`src/rtl/i2c_master_bit_engine.sv`:
```
// I2C master bit engine: executes one bus symbol (start, stop, data bit, ACK/NACK)
// per command as four quarter-bit phases, with clock stretching and arbitration checks.
//
// state | meaning
// IDLE  | waiting for go; lines hold their last driven values
// P0    | first quarter: SCL low (start: SCL held), SDA set up
// P1    | SCL released; waits out slave stretching, then counts CLK_DIV
// P2    | SCL high; SDA sampled on the first cycle
// P3    | last quarter: SCL pulled low (stop: both lines released)
// DONE  | finish=1 until go drops
module i2c_master_bit_engine #(
    parameter int CLK_DIV     = 4,
    parameter int STRETCH_MAX = 1024
) (
    input  logic       clock,
    input  logic       reset,
    input  logic       go,
    input  logic [2:0] command,
    input  logic       scl_i,
    input  logic       sda_i,
    output logic       scl_oe,
    output logic       sda_oe,
    output logic       busy,
    output logic       finish,
    output logic       rx_bit,
    output logic       arb_lost,
    output logic       timeout
);

    localparam int CW = (CLK_DIV > 2) ? $clog2(CLK_DIV) : 1;
    localparam int SW = (STRETCH_MAX > 1) ? $clog2(STRETCH_MAX + 1) : 1;
    localparam logic [CW-1:0] PHASE_LOAD   = CW'(CLK_DIV - 1);
    localparam logic [SW-1:0] STRETCH_LOAD = SW'(STRETCH_MAX);

    localparam logic [2:0] CMD_NOP   = 3'b000;
    localparam logic [2:0] CMD_READ  = 3'b001;
    localparam logic [2:0] CMD_START = 3'b010;
    localparam logic [2:0] CMD_STOP  = 3'b011;
    localparam logic [2:0] CMD_WR0   = 3'b100;
    localparam logic [2:0] CMD_WR1   = 3'b101;
    localparam logic [2:0] CMD_ACK   = 3'b110;
    localparam logic [2:0] CMD_NACK  = 3'b111;

    typedef enum logic [2:0] {IDLE, P0, P1, P2, P3, DONE} state_t;

    state_t          state, state_nxt;
    logic [2:0]      cmd_q, cmd_eff;
    logic [CW-1:0]   cnt;
    logic [SW-1:0]   stretch_cnt;
    logic [1:0]      grace;
    logic            scl_m, scl_s, sda_m, sda_s;
    logic            scl_nxt, sda_nxt;
    logic            is_data, drive_low, scl_ok, stretching, phase_done;
    logic            first_p2, arb_hit, timeout_hit, abort;

    always_ff @(posedge clock) begin
        if (reset) state <= IDLE;
        else       state <= state_nxt;
    end

    // Our own SCL release needs two cycles to show up through the synchroniser,
    // so the first two P1 cycles count as high and are never stretch cycles.
    always_comb begin
        cmd_eff     = (state == IDLE) ? command : cmd_q;
        is_data     = cmd_q[2] || (cmd_q == CMD_READ);
        drive_low   = (cmd_eff == CMD_WR0) || (cmd_eff == CMD_ACK);
        scl_ok      = (grace != 2'd0) || scl_s;
        stretching  = (state == P1) && !scl_ok;
        phase_done  = (cnt == '0) && ((state != P1) || scl_ok);
        first_p2    = (state == P2) && (cnt == PHASE_LOAD);
        arb_hit     = first_p2 && ((cmd_q == CMD_WR1) || (cmd_q == CMD_NACK)) && !sda_s;
        timeout_hit = (STRETCH_MAX > 0) && stretching && (stretch_cnt == SW'(1));
        abort       = arb_hit || timeout_hit;
    end

    always_comb begin
        state_nxt = state;
        case (state)
            IDLE: if (go) state_nxt = (command == CMD_NOP) ? DONE : P0;
            P0:   if (phase_done) state_nxt = P1;
            P1: begin
                if (timeout_hit)     state_nxt = DONE;
                else if (phase_done) state_nxt = P2;
            end
            P2: begin
                if (arb_hit)         state_nxt = DONE;
                else if (phase_done) state_nxt = P3;
            end
            P3:   if (phase_done) state_nxt = DONE;
            DONE: if (!go) state_nxt = IDLE;
            default: state_nxt = IDLE;
        endcase
    end

    // Line values are computed for the state being entered and registered,
    // so IDLE/DONE keep SCL low between symbols of a transfer.
    always_comb begin
        scl_nxt = scl_oe;
        sda_nxt = sda_oe;
        busy    = (state == P0) || (state == P1) || (state == P2) || (state == P3);
        finish  = (state == DONE);
        if (abort) begin
            scl_nxt = 1'b0;
            sda_nxt = 1'b0;
        end else begin
            case (state_nxt)
                P0: begin
                    if (cmd_eff == CMD_START) begin
                        sda_nxt = 1'b0;
                    end else if (cmd_eff == CMD_STOP) begin
                        scl_nxt = 1'b1;
                        sda_nxt = 1'b1;
                    end else begin
                        scl_nxt = 1'b1;
                        sda_nxt = drive_low;
                    end
                end
                P1: begin
                    scl_nxt = 1'b0;
                    if (cmd_eff == CMD_START)     sda_nxt = 1'b0;
                    else if (cmd_eff == CMD_STOP) sda_nxt = 1'b1;
                    else                          sda_nxt = drive_low;
                end
                P2: begin
                    scl_nxt = 1'b0;
                    if (cmd_eff == CMD_START)     sda_nxt = 1'b1;
                    else if (cmd_eff == CMD_STOP) sda_nxt = 1'b0;
                    else                          sda_nxt = drive_low;
                end
                P3: begin
                    if (cmd_eff == CMD_START) begin
                        scl_nxt = 1'b1;
                        sda_nxt = 1'b1;
                    end else if (cmd_eff == CMD_STOP) begin
                        scl_nxt = 1'b0;
                        sda_nxt = 1'b0;
                    end else begin
                        scl_nxt = 1'b1;
                        sda_nxt = drive_low;
                    end
                end
                default: ;
            endcase
        end
    end

    always_ff @(posedge clock) begin
        if (reset) begin
            scl_m       <= 1'b1;
            scl_s       <= 1'b1;
            sda_m       <= 1'b1;
            sda_s       <= 1'b1;
            scl_oe      <= 1'b0;
            sda_oe      <= 1'b0;
            rx_bit      <= 1'b0;
            arb_lost    <= 1'b0;
            timeout     <= 1'b0;
            cmd_q       <= CMD_NOP;
            cnt         <= '0;
            grace       <= 2'd0;
            stretch_cnt <= '0;
        end else begin
            scl_m  <= scl_i;
            scl_s  <= scl_m;
            sda_m  <= sda_i;
            sda_s  <= sda_m;
            scl_oe <= scl_nxt;
            sda_oe <= sda_nxt;

            if ((state == IDLE) && go) begin
                cmd_q    <= command;
                rx_bit   <= 1'b0;
                arb_lost <= 1'b0;
                timeout  <= 1'b0;
            end
            if (first_p2 && is_data) rx_bit <= sda_s;
            if (arb_hit)             arb_lost <= 1'b1;
            if (timeout_hit)         timeout <= 1'b1;

            if (state_nxt != state)
                cnt <= PHASE_LOAD;
            else if ((cnt != '0) && ((state != P1) || scl_ok))
                cnt <= cnt - 1'b1;

            if ((state_nxt == P1) && (state != P1)) begin
                grace       <= 2'd2;
                stretch_cnt <= STRETCH_LOAD;
            end else begin
                if (grace != 2'd0) grace <= grace - 2'd1;
                if (stretching && (stretch_cnt != '0)) stretch_cnt <= stretch_cnt - 1'b1;
            end
        end
    end

endmodule

```
`config.mk`:
```
export PLATFORM = sky130hd
export DESIGN_NAME = i2c_master_bit_engine
export DESIGN_NICKNAME = d
export VERILOG_FILES = /design/src/rtl/i2c_master_bit_engine.sv
export SDC_FILE = /design/constraint.sdc
export NUM_CORES = 1
export LEC_CHECK = 0
export CAP_MARGIN = 10
export CORE_MARGIN = 5
export CORE_UTILIZATION = 45
export DETAILED_ROUTE_END_ITERATION = 8
export PLACE_DENSITY_LB_ADDON = 0.12
export SYNTH_ARGS = -nofsm -noshare
export SYNTH_HDL_FRONTEND = slang
export SYNTH_SLANG_ARGS = --single-unit
```
`constraint.sdc`:
```
create_clock -name clock -period 2 [get_ports clock]
set_input_delay 0.3 -clock clock [delete_from_list [all_inputs] [get_ports clock]]
set_output_delay 0.3 -clock clock [all_outputs]
set_load 0.03 [all_outputs]
```
== Word level (Yosys, flattened, before mapping) ==
Index checks and enable logic that the tools add are counted.

* Register bits: 30
* Input port bits: 8
* Output and inout bits: 7

* Add/sub/neg operators: 3
* Equality and inequality tests: 21
* Muxes and demuxes: 30
* Reduce and logical (&&, ||, !) cells: 42

{| class="wikitable"
|+ Operator list
! cell !! count
|-
| $mux W3 || 10
|-
| $mux W11 || 2
|-
| $eq A3 B3 Y1 const B || 7
|-
| $eq A3 B2 Y1 const B || 6
|-
| $pmux W3 S6 || 1
|-
| $reduce_bool A2 Y1 || 9
|-
| $eq A11 B1 Y1 const B || 1
|-
| $logic_and A1 B1 Y1 || 11
|-
| $mux W1 || 11
|-
| $reduce_bool A11 Y1 || 1
|-
| $sub A11 B1 Y11 const B || 1
|-
| $reduce_or A2 Y1 || 5
|-
| $eq A3 B1 Y1 const B || 3
|-
| $logic_or A1 B1 Y1 || 9
|-
| $mux W2 || 4
|-
| $logic_not A3 Y1 || 2
|-
| $sub A2 B1 Y2 const B || 2
|-
| $ne A3 B2 Y1 const B || 1
|-
| $ne A3 B3 Y1 || 1
|-
| $pmux W1 S3 || 1
|-
| $reduce_bool A3 Y1 || 1
|-
| $eq A2 B2 Y1 const B || 1
|-
| $logic_not A1 Y1 || 2
|-
| $logic_not A2 Y1 || 1
|-
| other kinds (3) || 3
|}

== Depth between registers and ports, before layout ==
* Depth in word-level cells: 11
* Depth in mapped cells: 8

== Worst setup path before layout ==
Ideal clock, no wire load.

* Path type: register to register
* Start point: reg stretch_cnt[2]
* End point: reg sda_oe
* Setup time: 0.079 ns
* Arrival: 1.787 ns
* Required time: 1.921 ns
* Path slack: 0.134 ns
* Cell stages (with the launch flop): 7
* Path buffers: 0
* Path through: dfxtp_1 or4_4 or2_4 nor4_4 nand4b_2 a31o_1 a211oi_2

* Word-level cells in the longest chain between the ends: 7
* Elaborated cells on any way between the ends: 14
* Those cells by class: eq/ne: 5; mux: 3; reduce/logical: 6

{| class="wikitable"
|+ RTL lines
! what !! RTL line !! source
|-
| start, declared || 49 || <nowiki>logic [SW-1:0] stretch_cnt;</nowiki>
|-
| start signal, assigned || 190 || <nowiki>if (stretching && (stretch_cnt != '0)) stretch_cnt <= stretch_cnt - 1'b1;</nowiki>
|-
| $eq A11 B1 Y1 (*) || 72 || <nowiki>timeout_hit = (STRETCH_MAX > 0) && stretching && (stretch_cnt == SW'(1));</nowiki>
|-
| $logic_and A1 B1 Y1 (*) || 72 ||
|-
| $mux W3 || 82 || <nowiki>if (timeout_hit) state_nxt = DONE;</nowiki>
|-
| $pmux W3 S6 || 78 || <nowiki>case (state)</nowiki>
|-
| $eq A3 B3 Y1, or another cell as far along || 106 || <nowiki>case (state_nxt)</nowiki>
|-
| $reduce_or A2 Y1 (no line) || n/a ||
|-
| $pmux W1 S2 / $reduce_bool A2 Y1 (equally long branches) || n/a ||
|-
| end signal, assigned || 168 || <nowiki>sda_oe <= sda_nxt;</nowiki>
|-
| end, declared || 22 || <nowiki>output logic sda_oe,</nowiki>
|}

Mark *: on every way between the ends. The rest lies on a longest branch, timed or not.
A chain may end at the register's enable or synchronous reset.

== Worst setup path after layout ==
Ends and elaborated chain as after synthesis.

==> metrics.txt <==
first-pass GRT wire length 6350 um; max cap viols 0; CP bufs+invs 0; busiest grt layer met2; number of fill cells in the layout 341; Yosys cell types 47; P_leak 0.872 nW; Area contributors post-synth dfxtp_1 37%, nor2_1 5.5%, a21oi_1 4.3%; Netlist Area Pre-Place 0.00164 mm2; # hold bufs at CTS 0; Final Util 0.599; worst r2r src stretch_cnt[2]$_SDFFE_PP0P_; DP Worst Slack -0.0764 ns; area taken by multi-input logic gates 0.00102 mm2; DR vias 1500; Setup crit start kind register; syn_area_per_cell 8.47 um2; endpoints failing hold 0; initial antenna violation count 0; Final WS setup 0.0456 ns; Synth Register Bits 30; smallest hold slack 0.416 ns; crit-path max cell delay 0.58 ns; DRC 0; Req. time, crit path 2.25 ns; vias per cell 5.30; top-area cell type share of the netlist area 0.367; Power Dens Cells 952 mW/mm2; R2R Setup Slk 0.05 ns; area grow syn2layout 31.1%; port bufs 14; DIE WIDTH 70.3 um; Std-Cell Core Area 0.00358 mm2; critical path endpoint category register; R2R cell count 6; critical path fanouts, max 4; largest net degree at the start of global routing 12; post-synthesis sequential area ratio 0.367; non-filler cells, final 283; RD Place Congestion 0.847; Crit path depth 6; cell area after layout 0.00214 mm2; met1 Usage GRT 0.170; Max Clock Skew 0.00369 ns; Initial Utilization 0.457; Slew Limit Fails 0; hpwl dp 3030 um; CP delay by family, top simple AND/OR/NAND/NOR gates; EDFF count, synth 0; placed cell areas 0.00201 mm2; final worst-path cycle share 0.977; Die ar. 0.00494 mm2; Post-DRT Antenna Nets 0; root buffer cell clkbuf_4; Worst-path clk slew 0.10 ns; Critical path origin stretch_cnt[2]$_SDFFE_PP0P_; vias in the first global route 1436; Hold WC Path Type reg -> reg; CTS tree yes; status completed; first drt pass iteration count 4; maximum VDD drop 0.000469 V; CP cell instances or4_4 > nor3_2 > nand3_1 > a211oi_2 > nor2_1 > a211oi_2; unrepaired setup endpoints after global routing yes; nets@finish 247; Ports 15; sequential cell area 607 um2; clock sink count 30; slowest CP cell or4_4; end of the worst register-to-register path sda_oe$_SDFFE_PP0P_; synthesized net count 206; Async SR Flop Fraction 0; crit path DAT 2.21 ns; Routed WL 3870 um; worst skew pair latency 0.32 ns; Top cell by count, worst path a211oi_2; Overflow after GRT 0; top_reg_cell synth dfxtp_1; row cnt 22; Initial DRC Count 51; GR Util met3 0.0417; final setup violation count 0; # Post-CTS Setup Buffers 0; die height 70.3 um; Post-Syn Instances 193; Final min period 1.95 ns; Max Fclk 512 MHz; Critical Path End sda_oe$_SDFFE_PP0P_; TritonCTS buffer count 5; dpl cells 275; number of diodes 0; layout cell share with drive strength beyond 1 0.264; clock buffer depth 2; power consumption 2.04 mW; setup tns final 0 ns; yosys warns 0; largest area contributor in the netlist dfxtp_1; average routed wire per standard cell 13.7 um; GRT met2 Usage 0.295; Tightest Pin Transition 0.417 ns; GR Util All Layers 0.159; H-tree levels 2; Slew HR 0.721; Setup CP Type reg -> reg
power by group:
| group | switching, mW | internal [mW] |
|---|---|---|
| Combinational | 0.469 | 0.442 |
| Sequential | 0.0794 | 0.674 |
| Clock | 0.208 | 0.169 |
| Total | 0.757 | 1.28 |
logic make-up after synthesis:
group           count (synthesis)  share of synthesized area
simple gates                   90                      0.322
compound gates                 35                      0.150
flops                          30                      0.367
buf+inv                        19                     0.0459
xor+xnor                       12                     0.0643
fa+ha+maj                       5                     0.0383
mux                             2                     0.0122
repair_timing:
item / CTS / global route
setup endpoints to repair: 6 / 12
cloned: 0 / 0
gates resized for setup: 6 / 12
pin swaps: 0 / 2
flip-flops by register name, indices dropped and copies added (netlist names):
name / count
stretch_cnt: 11
cmd_q: 3
state: 3
cnt: 2
grace: 2
arb_lost: 1
rx_bit: 1
scl_m: 1
scl_oe: 1
scl_s: 1
sda_m: 1
sda_oe: 1
sda_s: 1
timeout: 1
routing by layer:
metal,up-vias,part of all wire
li1,767,-
met1,709,0.41
met2,17,0.55
met3,7,0.026
met4,0,0.014
met5,-,0
cell type report:
class	instances	area share
multi-input combinational	144	0.478
sequential	30	0.283
timing repair buffer	41	0.160
tap	48	0.0280
clock buffer	6	0.0239
inverter	12	0.0210
clock inverter	2	0.00583
worst min-delay path by stage:
| stage | startpoint | to | depth (start not counted) | slack (ns) |
|---|---|---|---|---|
| 2_1_floorplan | scl_m$_SDFF_PP1_ | scl_s$_SDFF_PP1_ | 1 | 0.39 |
| 3_3_place_gp | sda_m$_SDFF_PP1_ | sda_s$_SDFF_PP1_ | 1 | 0.40 |
| 3_5_place_dp | scl_m$_SDFF_PP1_ | scl_s$_SDFF_PP1_ | 1 | 0.40 |
| 4_1_cts | scl_m$_SDFF_PP1_ | scl_s$_SDFF_PP1_ | 1 | 0.42 |
| 5_1_grt | sda_m$_SDFF_PP1_ | sda_s$_SDFF_PP1_ | 1 | 0.44 |
| 6_report | scl_m$_SDFF_PP1_ | scl_s$_SDFF_PP1_ | 1 | 0.42 |
cells in the mapped netlist (2+ instances only):
cell / instances
nor3_1: 9
nand3b_1: 5
a211oi_1: 2
inv_1: 12
mux2i_1: 2
nand3_1: 5
nand2_1: 13
a31oi_1: 2
a21oi_1: 14
nor4_1: 5
xor2_1: 7
o221ai_1: 2
a211oi_2: 2
ha_1: 5
nand4b_1: 2
nand2b_1: 5
or4_1: 2
dfxtp_1: 30
clkbuf_1: 4
nor2_1: 24
xnor2_1: 5
and3_1: 2
o31a_1: 2
buf_2: 3
o21a_1: 2
a41oi_1: 2
or2_2: 5
placed cells by master (no fill, tap or decap), types with 2 or more instances in the layout:
cell,n
buf_4,27
dfxtp_1,25
nor2_1,24
a21oi_1,14
nand2_1,13
inv_1,12
clkdlybuf4s50_1,12
xor2_1,7
nor3_1,6
or2_2,5
nand3b_1,5
nand2b_1,5
xnor2_1,5
nand3_1,5
clkbuf_4,5
dfxtp_2,5
ha_1,4
nor3_2,3
nor4_4,3
a211oi_2,3
nor4_1,3
o21a_1,2
or4_1,2
nand4b_1,2
and3_1,2
o31a_1,2
a41oi_1,2
mux2i_1,2
a31oi_1,2
Note: power is estimated with default switching activity, not from simulation.
